$ cat config.mk
export PLATFORM = sky130hd
export DESIGN_NAME = systolic_skew_feeder_flat
export DESIGN_NICKNAME = d
export VERILOG_FILES = /design/src/rtl/systolic_skew_feeder_pkg.sv /design/src/rtl/systolic_skew_feeder_if.sv /design/src/rtl/systolic_skew_feeder_delay_line.sv /design/src/rtl/systolic_skew_feeder.sv /design/src/flat_wrapper.sv
export SDC_FILE = /design/constraint.sdc
export NUM_CORES = 1
export LEC_CHECK = 0
export BUFFER_PORTS_ARGS = -buffer_cell sky130_fd_sc_hd__buf_2
export CELL_PAD_IN_SITES_DETAIL_PLACEMENT = 1
export CELL_PAD_IN_SITES_GLOBAL_PLACEMENT = 1
export CORE_UTILIZATION = 45
export CTS_CLUSTER_SIZE = 24
export DETAILED_ROUTE_END_ITERATION = 16
export PLACE_DENSITY_LB_ADDON = 0.1
export SLEW_MARGIN = 0
export SYNTH_ARGS = -nofsm -noshare
export SYNTH_HDL_FRONTEND = slang
export SYNTH_HIERARCHICAL = 1
export SYNTH_SLANG_ARGS = --single-unit
export TNS_END_PERCENT = 1
$ cat constraint.sdc
create_clock -name clk -period 4.52 [get_ports clk]
set_clock_uncertainty 0.1 [all_clocks]
set_input_delay 0.904 -clock clk [delete_from_list [all_inputs] [get_ports clk]]
set_output_delay 0.904 -clock clk [all_outputs]
set_load 0.01 [all_outputs]
$ cat src/rtl/systolic_skew_feeder_pkg.sv
// Shared types and the per-channel delay rule for the systolic skew feeder.
package systolic_skew_feeder_pkg;

  typedef enum logic [1:0] {SKW_IDLE, SKW_FEED, SKW_DRAIN} skew_state_e;
  typedef enum logic       {SKEW_FWD, SKEW_REV}            skew_mode_e;

  // Delay in cycles applied to channel k of an n-channel edge.
  // FWD skews operands entering the array, REV undoes that skew on the way out.
  function automatic int skew_delay(input int k, input int n, input int step,
                                    input skew_mode_e mode);
    return (mode == SKEW_REV) ? (n - 1 - k) * step : k * step;
  endfunction

endpackage

$ cat src/rtl/systolic_skew_feeder_if.sv
// Vector handshake in, skewed per-channel data/valid out.
interface systolic_skew_feeder_if #(
  parameter int ARRAY_SIZE = 4,
  parameter int DATA_WIDTH = 8
);
  logic                         in_valid;
  logic                         in_ready;
  logic                         in_last;
  logic signed [DATA_WIDTH-1:0] data_in  [ARRAY_SIZE];
  logic signed [DATA_WIDTH-1:0] data_out [ARRAY_SIZE];
  logic [ARRAY_SIZE-1:0]        out_valid;

  modport master (output in_valid, in_last, data_in,
                  input  in_ready, data_out, out_valid);
  modport slave  (input  in_valid, in_last, data_in,
                  output in_ready, data_out, out_valid);
endinterface

$ cat src/rtl/systolic_skew_feeder_delay_line.sv
// One channel's {valid,data} shift line. Tap 0 is the (already gated) input
// itself; tap d>0 is the register stage d-1.
module systolic_skew_feeder_delay_line #(
  parameter int DATA_WIDTH = 8,
  parameter int DEPTH      = 3,
  parameter int TAP_W      = 2
) (
  input  logic                         clk,
  input  logic                         rst_n,
  input  logic                         advance,
  input  logic                         flush,
  input  logic                         in_valid,
  input  logic signed [DATA_WIDTH-1:0] in_data,
  input  logic [TAP_W-1:0]             tap,
  output logic                         out_valid,
  output logic signed [DATA_WIDTH-1:0] out_data
);

  if (DEPTH > 0) begin : g_line
    logic [DEPTH-1:0]             vld_pipe;
    logic signed [DATA_WIDTH-1:0] dat_pipe [DEPTH];

    // Shift line: flush clears, stall holds, otherwise advance one stage.
    always_ff @(posedge clk or negedge rst_n) begin
      if (!rst_n) begin
        vld_pipe <= '0;
        for (int i = 0; i < DEPTH; i++) dat_pipe[i] <= '0;
      end else if (flush) begin
        vld_pipe <= '0;
        for (int i = 0; i < DEPTH; i++) dat_pipe[i] <= '0;
      end else if (advance) begin
        vld_pipe[0] <= in_valid;
        dat_pipe[0] <= in_data;
        for (int i = 1; i < DEPTH; i++) begin
          vld_pipe[i] <= vld_pipe[i-1];
          dat_pipe[i] <= dat_pipe[i-1];
        end
      end
    end

    // Tap select; data forced to zero on invalid slots.
    always_comb begin
      out_valid = in_valid;
      out_data  = in_data;
      for (int i = 1; i <= DEPTH; i++) begin
        if (tap == TAP_W'(i)) begin
          out_valid = vld_pipe[i-1];
          out_data  = vld_pipe[i-1] ? dat_pipe[i-1] : '0;
        end
      end
    end
  end else begin : g_wire
    logic unused_ok;
    assign unused_ok = ^{clk, rst_n, advance, flush, tap};
    assign out_valid = in_valid;
    assign out_data  = in_data;
  end

endmodule

$ cat src/rtl/systolic_skew_feeder.sv
// Skew/deskew stage for systolic array edges: accepts one N-wide vector per
// cycle, delays channel k by a mode-dependent multiple of SKEW_STEP, drains the
// lines after the last vector and pulses done.
module systolic_skew_feeder
  import systolic_skew_feeder_pkg::*;
#(
  parameter int ARRAY_SIZE = 4,
  parameter int DATA_WIDTH = 8,
  parameter int SKEW_STEP  = 1
) (
  input  logic                   clk,
  input  logic                   rst_n,
  input  logic                   mode_rev,
  input  logic                   flush,
  input  logic                   stall,
  systolic_skew_feeder_if.slave  bus,
  output logic                   busy,
  output logic                   done
);

  localparam int MAX_DELAY = (ARRAY_SIZE - 1) * SKEW_STEP;
  localparam int TAP_W     = (MAX_DELAY > 0) ? $clog2(MAX_DELAY + 1) : 1;

  skew_state_e      state, state_nxt;
  skew_mode_e       mode_q, mode_nxt, mode_eff;
  logic [TAP_W-1:0] drain_cnt, cnt_nxt;
  logic             done_pend, done_pend_nxt;
  logic             in_ready, accept, advance;

  assign in_ready     = ((state == SKW_IDLE) || (state == SKW_FEED)) && !stall && !flush;
  assign accept       = bus.in_valid && in_ready;
  assign advance      = !stall;
  assign bus.in_ready = in_ready;
  assign busy         = (state != SKW_IDLE);
  // A pending done waits out any stall.
  assign done         = done_pend && !stall;
  // The first vector of a burst must already use the new mode on its
  // combinational tap, before mode_q has captured it.
  assign mode_eff     = (state == SKW_IDLE && accept) ? skew_mode_e'(mode_rev) : mode_q;

  // Control state register.
  always_ff @(posedge clk or negedge rst_n) begin
    if (!rst_n) begin
      state     <= SKW_IDLE;
      mode_q    <= SKEW_FWD;
      drain_cnt <= '0;
      done_pend <= 1'b0;
    end else begin
      state     <= state_nxt;
      mode_q    <= mode_nxt;
      drain_cnt <= cnt_nxt;
      done_pend <= done_pend_nxt;
    end
  end

  // Next-state: burst entry/feed, drain countdown, done scheduling.
  always_comb begin
    state_nxt     = state;
    mode_nxt      = mode_q;
    cnt_nxt       = drain_cnt;
    done_pend_nxt = done_pend && stall;
    if (flush) begin
      state_nxt     = SKW_IDLE;
      mode_nxt      = SKEW_FWD;
      cnt_nxt       = '0;
      done_pend_nxt = 1'b0;
    end else begin
      case (state)
        SKW_IDLE, SKW_FEED: begin
          if (accept) begin
            if (state == SKW_IDLE) mode_nxt = skew_mode_e'(mode_rev);
            if (!bus.in_last) begin
              state_nxt = SKW_FEED;
            end else if (MAX_DELAY == 0) begin
              state_nxt     = SKW_IDLE;
              done_pend_nxt = 1'b1;
            end else begin
              state_nxt = SKW_DRAIN;
              cnt_nxt   = TAP_W'(MAX_DELAY);
            end
          end
        end
        SKW_DRAIN: begin
          if (!stall) begin
            if (drain_cnt <= TAP_W'(1)) begin
              state_nxt     = SKW_IDLE;
              cnt_nxt       = '0;
              done_pend_nxt = 1'b1;
            end else begin
              cnt_nxt = drain_cnt - TAP_W'(1);
            end
          end
        end
        default: state_nxt = SKW_IDLE;
      endcase
    end
  end

  // Per-channel delay lines with fixed FWD/REV taps.
  for (genvar k = 0; k < ARRAY_SIZE; k++) begin : g_ch
    localparam int D_FWD = skew_delay(k, ARRAY_SIZE, SKEW_STEP, SKEW_FWD);
    localparam int D_REV = skew_delay(k, ARRAY_SIZE, SKEW_STEP, SKEW_REV);

    logic [TAP_W-1:0]             tap;
    logic signed [DATA_WIDTH-1:0] ch_in;
    logic                         ch_vld;
    logic signed [DATA_WIDTH-1:0] ch_out;

    assign tap   = (mode_eff == SKEW_REV) ? TAP_W'(D_REV) : TAP_W'(D_FWD);
    assign ch_in = accept ? bus.data_in[k] : '0;

    systolic_skew_feeder_delay_line #(
      .DATA_WIDTH (DATA_WIDTH),
      .DEPTH      (MAX_DELAY),
      .TAP_W      (TAP_W)
    ) u_line (
      .clk       (clk),
      .rst_n     (rst_n),
      .advance   (advance),
      .flush     (flush),
      .in_valid  (accept),
      .in_data   (ch_in),
      .tap       (tap),
      .out_valid (ch_vld),
      .out_data  (ch_out)
    );

    assign bus.out_valid[k] = ch_vld;
    assign bus.data_out[k]  = ch_out;
  end

endmodule
$ cat src/flat_wrapper.sv
// flat-port wrapper written by rule: the top's interface ports become plain ports
module systolic_skew_feeder_flat import systolic_skew_feeder_pkg::*;
#(
  parameter int ARRAY_SIZE = 4,
  parameter int DATA_WIDTH = 8,
  parameter int SKEW_STEP  = 1
)
  (clk, rst_n, mode_rev, flush, stall, busy, done, bus_in_valid, bus_in_last, bus_data_in, bus_in_ready, bus_data_out, bus_out_valid);
  systolic_skew_feeder_if #(.ARRAY_SIZE(ARRAY_SIZE), .DATA_WIDTH(DATA_WIDTH)) bus_i ();
  input  logic clk;
  input  logic rst_n;
  input  logic mode_rev;
  input  logic flush;
  input  logic stall;
  output logic busy;
  output logic done;
  input wire logic [$bits(bus_i.in_valid)-1:0] bus_in_valid;
  input wire logic [$bits(bus_i.in_last)-1:0] bus_in_last;
  input wire logic [$bits(bus_i.data_in)-1:0] bus_data_in;
  output wire logic [$bits(bus_i.in_ready)-1:0] bus_in_ready;
  output wire logic [$bits(bus_i.data_out)-1:0] bus_data_out;
  output wire logic [$bits(bus_i.out_valid)-1:0] bus_out_valid;
  assign bus_i.in_valid = bus_in_valid;
  assign bus_i.in_last = bus_in_last;
  assign bus_i.data_in = {>>{bus_data_in}};
  assign bus_in_ready = bus_i.in_ready;
  assign bus_data_out = {>>{bus_i.data_out}};
  assign bus_out_valid = bus_i.out_valid;
  systolic_skew_feeder #(.ARRAY_SIZE(ARRAY_SIZE), .DATA_WIDTH(DATA_WIDTH), .SKEW_STEP(SKEW_STEP)) u_core (.clk(clk), .rst_n(rst_n), .mode_rev(mode_rev), .flush(flush), .stall(stall), .bus(bus_i), .busy(busy), .done(done));
endmodule
# --- Word level (Yosys, flattened, before mapping) ---
# Index checks and enable logic that the tools add are counted.
# W data, S select, Z words.
word_totals:
  register_bits: 114
  in_bits: 39
  elab_cells: 141
op_classes:
  n_addsub: 1
  order_cmp: 1
  n_eq_ne: 19
  n_mux: 81
  n_reduce_logical: 19
ops:
  columns: ["cell", "n"]
  rows:
  - ["$mux W8", 28]
  - ["$mux W24", 8]
  - ["$mux W2", 14]
  - ["$mux W3", 8]
  - ["$mux W1", 21]
  - ["$eq A2 B2 Y1 const B", 9]
  - ["$eq A2 B1 Y1 const B", 5]
  - ["$pmux W2 S2", 2]
  - ["$reduce_bool A2 Y1", 4]
  - ["$logic_and A1 B1 Y1", 6]
  - ["$ne A3 B2 Y1 const B", 2]
  - ["$ne A3 B3 Y1 const B", 2]
  - ["$reduce_and A3 Y1", 2]
  - ["$reduce_and A4 Y1", 1]
  - ["$reduce_bool A3 Y1", 1]
  - ["$le A2 B1 Y1 const B", 1]
  - ["$logic_not A1 Y1", 2]
  - ["$logic_not A2 Y1", 1]
  - ["$ne A2 B2 Y1 const B", 1]
  - ["$reduce_or A2 Y1", 1]
  - ["$sub A2 B1 Y2 const B", 1]
  - ["$logic_or A1 B1 Y1", 1]

# --- Logic depth before layout (Yosys ltp) ---
# Gate-level depths: netlist of run 1.
depth:
  word_depth: 12
  mapped_depth: 7
  ltp_nobuf: 6

# --- By module ---
# Netlist of run 1, hierarchy kept.
by_module_without_submodules:
  columns: ["module", "n_inst", "cells_per_inst", "area_per_inst_um2", "seq_area_each_um2"]
  rows:
  - ["systolic_skew_feeder_delay_line", 4, 121, 1321.3, 675.6]
  - ["systolic_skew_feeder", 1, 75, 595.6, 150.1]

# --- Worst setup path after synthesis of run 1 ---
# OpenSTA, ideal clock, no wires.
synth_path:
  kind: "input port to output port"
  start: "input port stall"
  end: "output port bus_data_out[14]"
  t_arrival_ns: 3.113
  required_ns: 3.516
  setup_slack_ns: 0.403
  path_stages: 6
  path_buffers: 1
  cell_sequence: "nor4b_4 nand2b_2 mux2i_1 nand2_1 buf_2 a31oi_1"
synth_between:
  elab_chain_len: 11
synth_rtl:
  columns: ["element", "line", "text"]
  rows:
  - ["from (decl)", "flat_wrapper.sv:14", "input logic stall;"]
  - ["$logic_not A1 Y1 *", "systolic_skew_feeder.sv:30", "assign in_ready = ((state == SKW_IDLE) || (state == SKW_FEED)) && !stall && !flush;"]
  - ["$logic_and A1 B1 Y1 * (2 in series)", "systolic_skew_feeder.sv:30", null]
  - ["$logic_and A1 B1 Y1 *", "systolic_skew_feeder.sv:31", "assign accept = bus.in_valid && in_ready;"]
  - ["$logic_and A1 B1 Y1", "systolic_skew_feeder.sv:39", "assign mode_eff = (state == SKW_IDLE && accept) ? skew_mode_e'(mode_rev) : mode_q;"]
  - ["$mux W1", "systolic_skew_feeder.sv:39", null]
  - ["$mux W2", "systolic_skew_feeder.sv:109", "assign tap = (mode_eff == SKEW_REV) ? TAP_W'(D_REV) : TAP_W'(D_FWD);"]
  - ["$eq A2 B1 Y1", "systolic_skew_feeder_delay_line.sv:46", "if (tap == TAP_W'(i)) begin"]
  - ["$mux W8 (2 in series)", "systolic_skew_feeder_delay_line.sv:46", null]
  - ["$mux W8 *", "systolic_skew_feeder_delay_line.sv:46", null]
  - ["to (decl)", "flat_wrapper.sv:21", "output wire logic [$bits(bus_i.data_out)-1:0] bus_data_out;"]
# Mark *: on every way between the ends. The rest lies on a longest branch, timed or not.

# --- Worst setup path after layout of run 1 ---
layout_path:
  start: "input port stall"
  end: "output port bus_data_out[27]"
# Same word-level chain as after synthesis.

==> flow_summary_export.csv, run 1 <==
group,metric,value,unit
run_status,outcome,"complete, no violations",
yosys,synth-seq-cells,114,
flow_run,cap_violations,0,
clocking,clk_latency,0.42,ns
worst_setup_path,crit_buf_inv,2,
sta,tightestPinTransition,0.6830,ns
worst_setup_path,cpPeakStageDelay,0.66,ns
sta,max_freq,236.4,MHz
yosys,synth_nets,598,
yosys,synth.yosys.seq_area_share,0.4851,
yosys,synth.area.mux_share,0.2072,
sta,fin_crit_sh,0.9359,
power,seq_power_share,0.400,
floorplanning,die_area,13530,um2
worst_setup_path,critical-path-top-delay-family,"simple AND/OR/NAND/NOR gates",
worst_setup_path,worstReg2RegStart,"u_core/state[1]",
detailed_routing,dr_wl_met2,7.662,mm
clocking,cts_tree,"yes",
yosys,synth_xor_area_frac,0,
detailed_routing,highest-signal-layer,"met4",
yosys,synth-warning-count,6,
yosys,synth_top_family_by_area,"multiplexers",
detailed_routing,wl_met3,547,um
final_layout,final_nets,655,
power,swShare,0.2553,
worst_setup_path,path_depth,8,
place,port-buffer-count,77,
sta,period_needed,4.230,ns
detailed_routing,num_vias,4578,
clocking,clockBufferDepth,2,
global_routing,track_usage,0.2473,
sta,setup_viol,0,
sta,hold_violations,0,
yosys,synthFlopType,"dfrtp_1",
sta,maxSlewHeadroom,0.5447,
worst_setup_path,cp-start-kind,"input port",
floorplanning,ios,78,
detailed_routing,drc,0,
clocking,clock-sinks,114,
worst_setup_path,crit_slowest_cell,"mux2_1",
worst_setup_path,reg2reg_to,"u_core/g_ch[0].u_line/g_line.dat_pipe[18]",
floorplanning,std_cell_rows,41,
worst_setup_path,crit_chain,"buf_2, nor4b_4, nand2b_2, mux2_1, nand2_1, a21oi_1, a21oi_1, buf_2",
power,pwr-share-comb,0.096,
detailed_routing,viasPerCell,5.715,
worst_setup_path,crit_type,"in -> out",
yosys,yosysTopAreaCell,"dfrtp_1",
worst_setup_path,cp-end-kind,"output pin",
floorplanning,die_w,116.3,um
power,ir_drop,246.6,uV
final_layout,area_growth,16.72,%
global_routing,grt_pass1_wl,25.39,mm
clocking,cts.hold.buffers_added,0,
yosys,synth_most_common_cell,"dfrtp_1",
global_routing,grt_pass1_vias,4792,
yosys,synth_compound_area_frac,0.1172,
yosys,syn_inst,559,
detailed_routing,drtAntennaViolNets,0,
final_layout,drive_gt1_frac,0.2114,
yosys,synthTopCellsByArea,"dfrtp_1 (49%), mux2i_1 (19%), nor2_1 (7.1%), a21oi_1 (5.2%), a222oi_1 (4.8%)",
detailed_routing,wirelength,15.37,mm
floorplanning,coreArea,12670,um2
power,pwr-share-clk,0.504,
power,p_int,1941,uW
worst_setup_path,rrSetupSlack,2.65,ns
detailed_routing,detail_route.iter0.violations,414,
yosys,synth_top_area_frac,0.4851,
clocking,htreeDepth,4,
min_path,hold_path.class,"in -> async",
yosys,synth_fa_ha_area_frac,0,
global_routing,grt-ovfl-total,0,
final_layout,diodes,0,
global_routing,grt_max_degree,65,
sta,drv_slew,0,
power,power_density,379.8,nW/um2
detailed_routing,first_pass_iters,5,
final_layout,fillerInstances,1427,
clocking,post_cts_resized,0,
worst_setup_path,r2r_cells,5,
global_routing,antenna_found_initial,0,
worst_setup_path,arrival,3.23,ns
worst_setup_path,worstPathRequired,3.52,ns
yosys,ys_types,30,
yosys,synthTopCellsByCount,"dfrtp_1 (114), nor2_1 (111), mux2i_1 (109), a21oi_1 (61), and2_1 (36)",
floorplanning,dieHeight,116.3,um
power,power_leakage,0.003473,uW
clocking,cts_buffers,17,
yosys,synthArstFlopShare,1.000,
clocking,path_clk_slew,0.05,ns
clocking,post_cts_buffers,0,
place,dp_hpwl,9.199,mm
detailed_routing,met1_length,6.934,mm
power,switching_power,665.5,uW
floorplanning,start_util,0.4641,
detailed_routing,drt-wirelength-per-cell,19.18,um
sta,setup-tns-final,0,ns
yosys,yosys.area_share.simple,0.1404,
yosys,syn_avg_cell_area,10.52,um2
place,place_congestion,0.7327,
yosys,syn-cell-area,5881,um2
sta,holdWs,0.3742,ns
worst_setup_path,critPathMaxFanout,18,
sta,rsz0062_at_grt,"false",
clocking,clockRootBuffer,"clkbuf_16",
yosys,synth_edf_count,0,
## sequential cells by signal (all words and copies together), names as in the netlist
signal / cells
u_core/g_ch.u_line/g_line.vld_pipe: 12
u_core/done_pend: 1
u_core/drain_cnt: 2
u_core/mode_q: 1
u_core/state: 2
u_core/g_ch.u_line/g_line.dat_pipe: 96
## cells by family after synthesis
logic type	Yosys count
and+or+nand+nor	177
muxes	115
DFF	114
AOI/OAI and AO/OA	102
buffers and inverters	51
## through the flow
stage	worst slack, ns	instance area, um2	util	instances	total power [uW]
finish	0.2897	6864	0.5417	801	2607
global route	0.01162	6864	0.5417	801	2701
CTS	0.1757	6859	0.5413	801	2634
detailed placement	0.1969	6280	0.4956	769	1310
global placement	0.3889	6280	0.4956	769	1304
floorplan	0.4032	5881	-	559	1212
## power groups by stage
stage	combinational (uW)	sequential [uW]	clock [uW]
6_report	251	1040	1310
5_1_grt	277	1040	1380
4_1_cts	255	1040	1340
3_5_place_dp	251	1060	0
3_3_place_gp	246	1060	0
2_1_floorplan	156	1060	0
## layout make-up
class                           instances  area [um2]  area share
Sequential cell                       114        2853      0.4156
Timing Repair Buffer                   86       457.9     0.06672
Inverter                                3       16.27    0.002370
Clock buffer                           18       439.2     0.06398
Tap cell                              172       215.2     0.03135
Multi-Input combinational cell        394        2743      0.3996
Clock inverter                         14       140.1     0.02042
## metal layers
| metal | vias up | GRT usage |
|---|---|---|
| met5 | - | 0 |
| met4 | 0 | 0.09658 |
| met3 | 16 | 0.04359 |
| met2 | 101 | 0.4079 |
| met1 | 2352 | 0.3243 |
| li1 | 2109 | - |
## worst max-delay path by stage
stage          startpoint                to  slack [ns]
2_1_floorplan       stall  bus_data_out[14]        0.40
3_3_place_gp        stall  bus_data_out[10]        0.39
3_5_place_dp        stall  bus_data_out[11]        0.20
4_1_cts             stall  bus_data_out[11]        0.18
5_1_grt             stall  bus_data_out[28]        0.01
6_report            stall  bus_data_out[27]        0.29
## cells in the final DEF (no fill, tap or decap), types with 3 or more instances in the layout
cell and n:
a21oi_1 61, a222oi_1 28, a31oi_1 4, a32oi_1 4, and2_1 36, and2_4 4, buf_2 75, buf_4 11
clkbuf_16 17, clkinv_2 5, clkinvlp_4 5, dfrtp_1 114, mux2i_1 108, mux4_1 4, nand2_1 11, nor2_1 111
nor2_2 4, nor2b_1 3
(Power assumes the default switching activity.)
==> inputs of run 2 (changes only) <==
--- a/config.mk
+++ b/config.mk
@@ -11,7 +11,7 @@
 export CORE_UTILIZATION = 45
 export CTS_CLUSTER_SIZE = 24
 export DETAILED_ROUTE_END_ITERATION = 16
-export PLACE_DENSITY_LB_ADDON = 0.1
+export PLACE_DENSITY = 0.76
 export SLEW_MARGIN = 0
 export SYNTH_ARGS = -nofsm -noshare
 export SYNTH_HDL_FRONTEND = slang
==> run 2 against run 1 <==
Clock power is essentially flat. Maximum frequency grew 4.3%. First-iteration DRC count shrank 15%. Flip-flop and latch count is the same. Total power shrank 1.2%. Final cell count shrank 0.37%. Sequential share of layout area grew 0.061 points. Combinational power is essentially flat. Count of clock-buffer cells in the layout grew 8. Non-clock buffer count shrank 1. Worst hold slack gained 0.048 ns. Setup slack gained 0.17 ns. Largest cell class unchanged. Largest power group unchanged.
==> flow_summary_export.csv, run 2 (same netlist as run 1, synthesis figures left out) <==
group,metric,value,unit
run_status,outcome,"complete, no violations",
sta,maxSlewHeadroom,0.3933,
place,place_congestion,0.7193,
power,switching_power,617.0,uW
worst_setup_path,critical-path-top-delay-family,"simple AND/OR/NAND/NOR gates",
sta,rsz0062_at_grt,"false",
min_path,hold_path.class,"reg -> reg",
clocking,clk_latency,0.42,ns
worst_setup_path,reg2reg_to,"u_core/g_ch[2].u_line/g_line.dat_pipe[19]",
global_routing,grt_max_degree,87,
sta,setup_viol,0,
final_layout,largest_reg_flops,96,
worst_setup_path,crit_buf_inv,2,
power,seq_power_share,0.405,
floorplanning,start_util,0.4641,
worst_setup_path,crit_end,"bus_data_out[14]",
clocking,post_cts_resized,0,
clocking,path_clk_slew,0.05,ns
global_routing,busiest_layer,"met2",
clocking,post_cts_buffers,0,
power,swShare,0.2396,
final_layout,final_common_cell,"dfrtp_1",
final_layout,final_nets,654,
worst_setup_path,rrSetupSlack,2.56,ns
detailed_routing,wirelength,15.21,mm
worst_setup_path,cp-start-kind,"input port",
min_path,hp-start,"u_core/g_ch[3].u_line/g_line.dat_pipe[6]",
worst_setup_path,worstReg2RegStart,"u_core/state[1]",
final_layout,final_cell_mix,"dfrtp_1 (114), nor2_1 (111), mux2i_1 (108)",
global_routing,use_met1,0.3088,
global_routing,antenna_found_initial,0,
worst_setup_path,cp-end-kind,"output pin",
detailed_routing,drt-wirelength-per-cell,19.06,um
worst_setup_path,crit_slowest_cell,"mux2_2",
final_layout,finalCoreUtilization,0.5409,
detailed_routing,first_pass_iters,5,
worst_setup_path,r2r_cells,5,
power,power_leakage,0.003477,uW
sta,tightestPinTransition,0.9101,ns
power,power.total,2575,uW
clocking,cts.hold.buffers_added,0,
power,power_density,375.7,nW/um2
global_routing,track_usage,0.2436,
final_layout,area_growth,16.55,%
place,port-buffer-count,77,
floorplanning,coreArea,12670,um2
global_routing,grt_pass1_vias,4750,
sta,setup-tns-final,0,ns
floorplanning,std_cell_rows,41,
detailed_routing,drtAntennaViolNets,0,
detailed_routing,num_vias,4556,
sta,hold_violations,0,
clocking,clock-sinks,114,
sta,fin_crit_sh,0.8975,
clocking,clockBufferDepth,2,
worst_setup_path,arrival,3.05,ns
global_routing,grt_use_met3,0.04619,
worst_setup_path,crit_type,"in -> out",
final_layout,drive_gt1_frac,0.2029,
clocking,clockRootBuffer,"clkbuf_16",
final_layout,largest_register,"u_core/g_ch.u_line/g_line.dat_pipe",
worst_setup_path,cpPeakStageDelay,0.51,ns
place,post-place-ws,0.2326,ns
detailed_routing,drc,0,
power,pwr-share-clk,0.497,
clocking,htreeDepth,4,
worst_setup_path,crit_chain,"buf_2, nor4b_4, nand2b_2, mux2_2, nand2_1, a21oi_1, a31oi_1, buf_2",
global_routing,grt_pass1_wl,24.75,mm
place,dp_hpwl,9.287,mm
sta,period_needed,4.057,ns
global_routing,gr-usage-met2,0.4055,
global_routing,grt-ovfl-total,0,
worst_setup_path,critPathMaxFanout,18,
flow_run,cap_violations,0,
worst_setup_path,path_depth,8,
final_layout,reg_top3,"u_core/g_ch.u_line/g_line.dat_pipe: 96 flops, u_core/g_ch.u_line/g_line.vld_pipe: 12 flops",
clocking,cts_buffers,17,
final_layout,diodes,0,
detailed_routing,viasPerCell,5.709,
floorplanning,die_w,116.3,um
sta,drv_slew,0,
worst_setup_path,crit_path_start,"stall",
sta,setup_ws,0.4633,ns
detailed_routing,detail_route.iter0.violations,351,
final_layout,fillerInstances,1404,
power,pwr-share-comb,0.097,
clocking,cts_tree,"yes",
floorplanning,ios,78,
sta,max_freq,246.5,MHz
floorplanning,dieHeight,116.3,um
power,p_int,1958,uW
power,ir_drop,232.4,uV
worst_setup_path,cp_common_cell,"buf_2",
floorplanning,die_area,13530,um2
worst_setup_path,worstPathRequired,3.52,ns
run 2: cell count changes in the layout (fill, tap and decap cells not counted), sizes merged:
cell / before / now
clkbuf: 18 / 26
clkinv: 7 / 2
clkinvlp: 5 / 1
buf: 86 / 85
bufinv: 2 / 1
run 2: metal layers:
layer  wire (um)  share of wire  vias to the layer above
met5           0              0                        -
met4         248          0.016                        0
met3         667          0.044                       17
met2        7480           0.49                      115
met1        6814           0.45                     2321
li1            -              -                     2103
run 2: worst register-to-register path, stage by stage, from the launching register on:
cell	delay, ns
dfrtp_1	0.45
nor4b_4	0.35
buf_4	0.46
and2_1	0.24
mux2i_1	0.10
nor2_1	0.16
run 2: how the worst min path moves through the flow:
stage,endpoint,slack (ns),cells after the start
detailed placement,u_core/g_ch[3].u_line/g_line.dat_pipe[6],0.41,2
floorplan,u_core/g_ch[0].u_line/g_line.dat_pipe[0],0.39,2
CTS,u_core/g_ch[3].u_line/g_line.dat_pipe[6],0.43,2
global placement,u_core/g_ch[2].u_line/g_line.dat_pipe[5],0.40,2
global route,u_core/g_ch[2].u_line/g_line.dat_pipe[1],0.44,2
finish,u_core/g_ch[3].u_line/g_line.dat_pipe[6],0.42,2
run 2: layout make-up:
type / instances / area, um2 / share of cell area
inverter: 3 / 16.27 / 0.002373
sequential: 114 / 2853 / 0.4162
tap: 172 / 215.2 / 0.03140
multi-input combinational: 394 / 2740 / 0.3998
clock buffer: 26 / 519.2 / 0.07576
timing repair buffer: 85 / 462.9 / 0.06754
clock inverter: 4 / 47.55 / 0.006937
run 2: per-stage QoR:
stage,instances,area [um2],hold slack [ns]
floorplan,559,5881,0.3865
global placement,768,6285,0.4034
detailed placement,768,6285,0.4135
CTS,798,6852,0.4276
global route,798,6854,0.4427
finish,798,6854,0.4226
run 2: power by group through the flow:
stage / clock [uW] / combinational [uW] / sequential [uW]
2_1_floorplan: 0 / 156 / 1060
3_5_place_dp: 0 / 253 / 1060
5_1_grt: 1350 / 276 / 1040
6_report: 1280 / 251 / 1040
3_3_place_gp: 0 / 246 / 1060
4_1_cts: 1310 / 255 / 1040
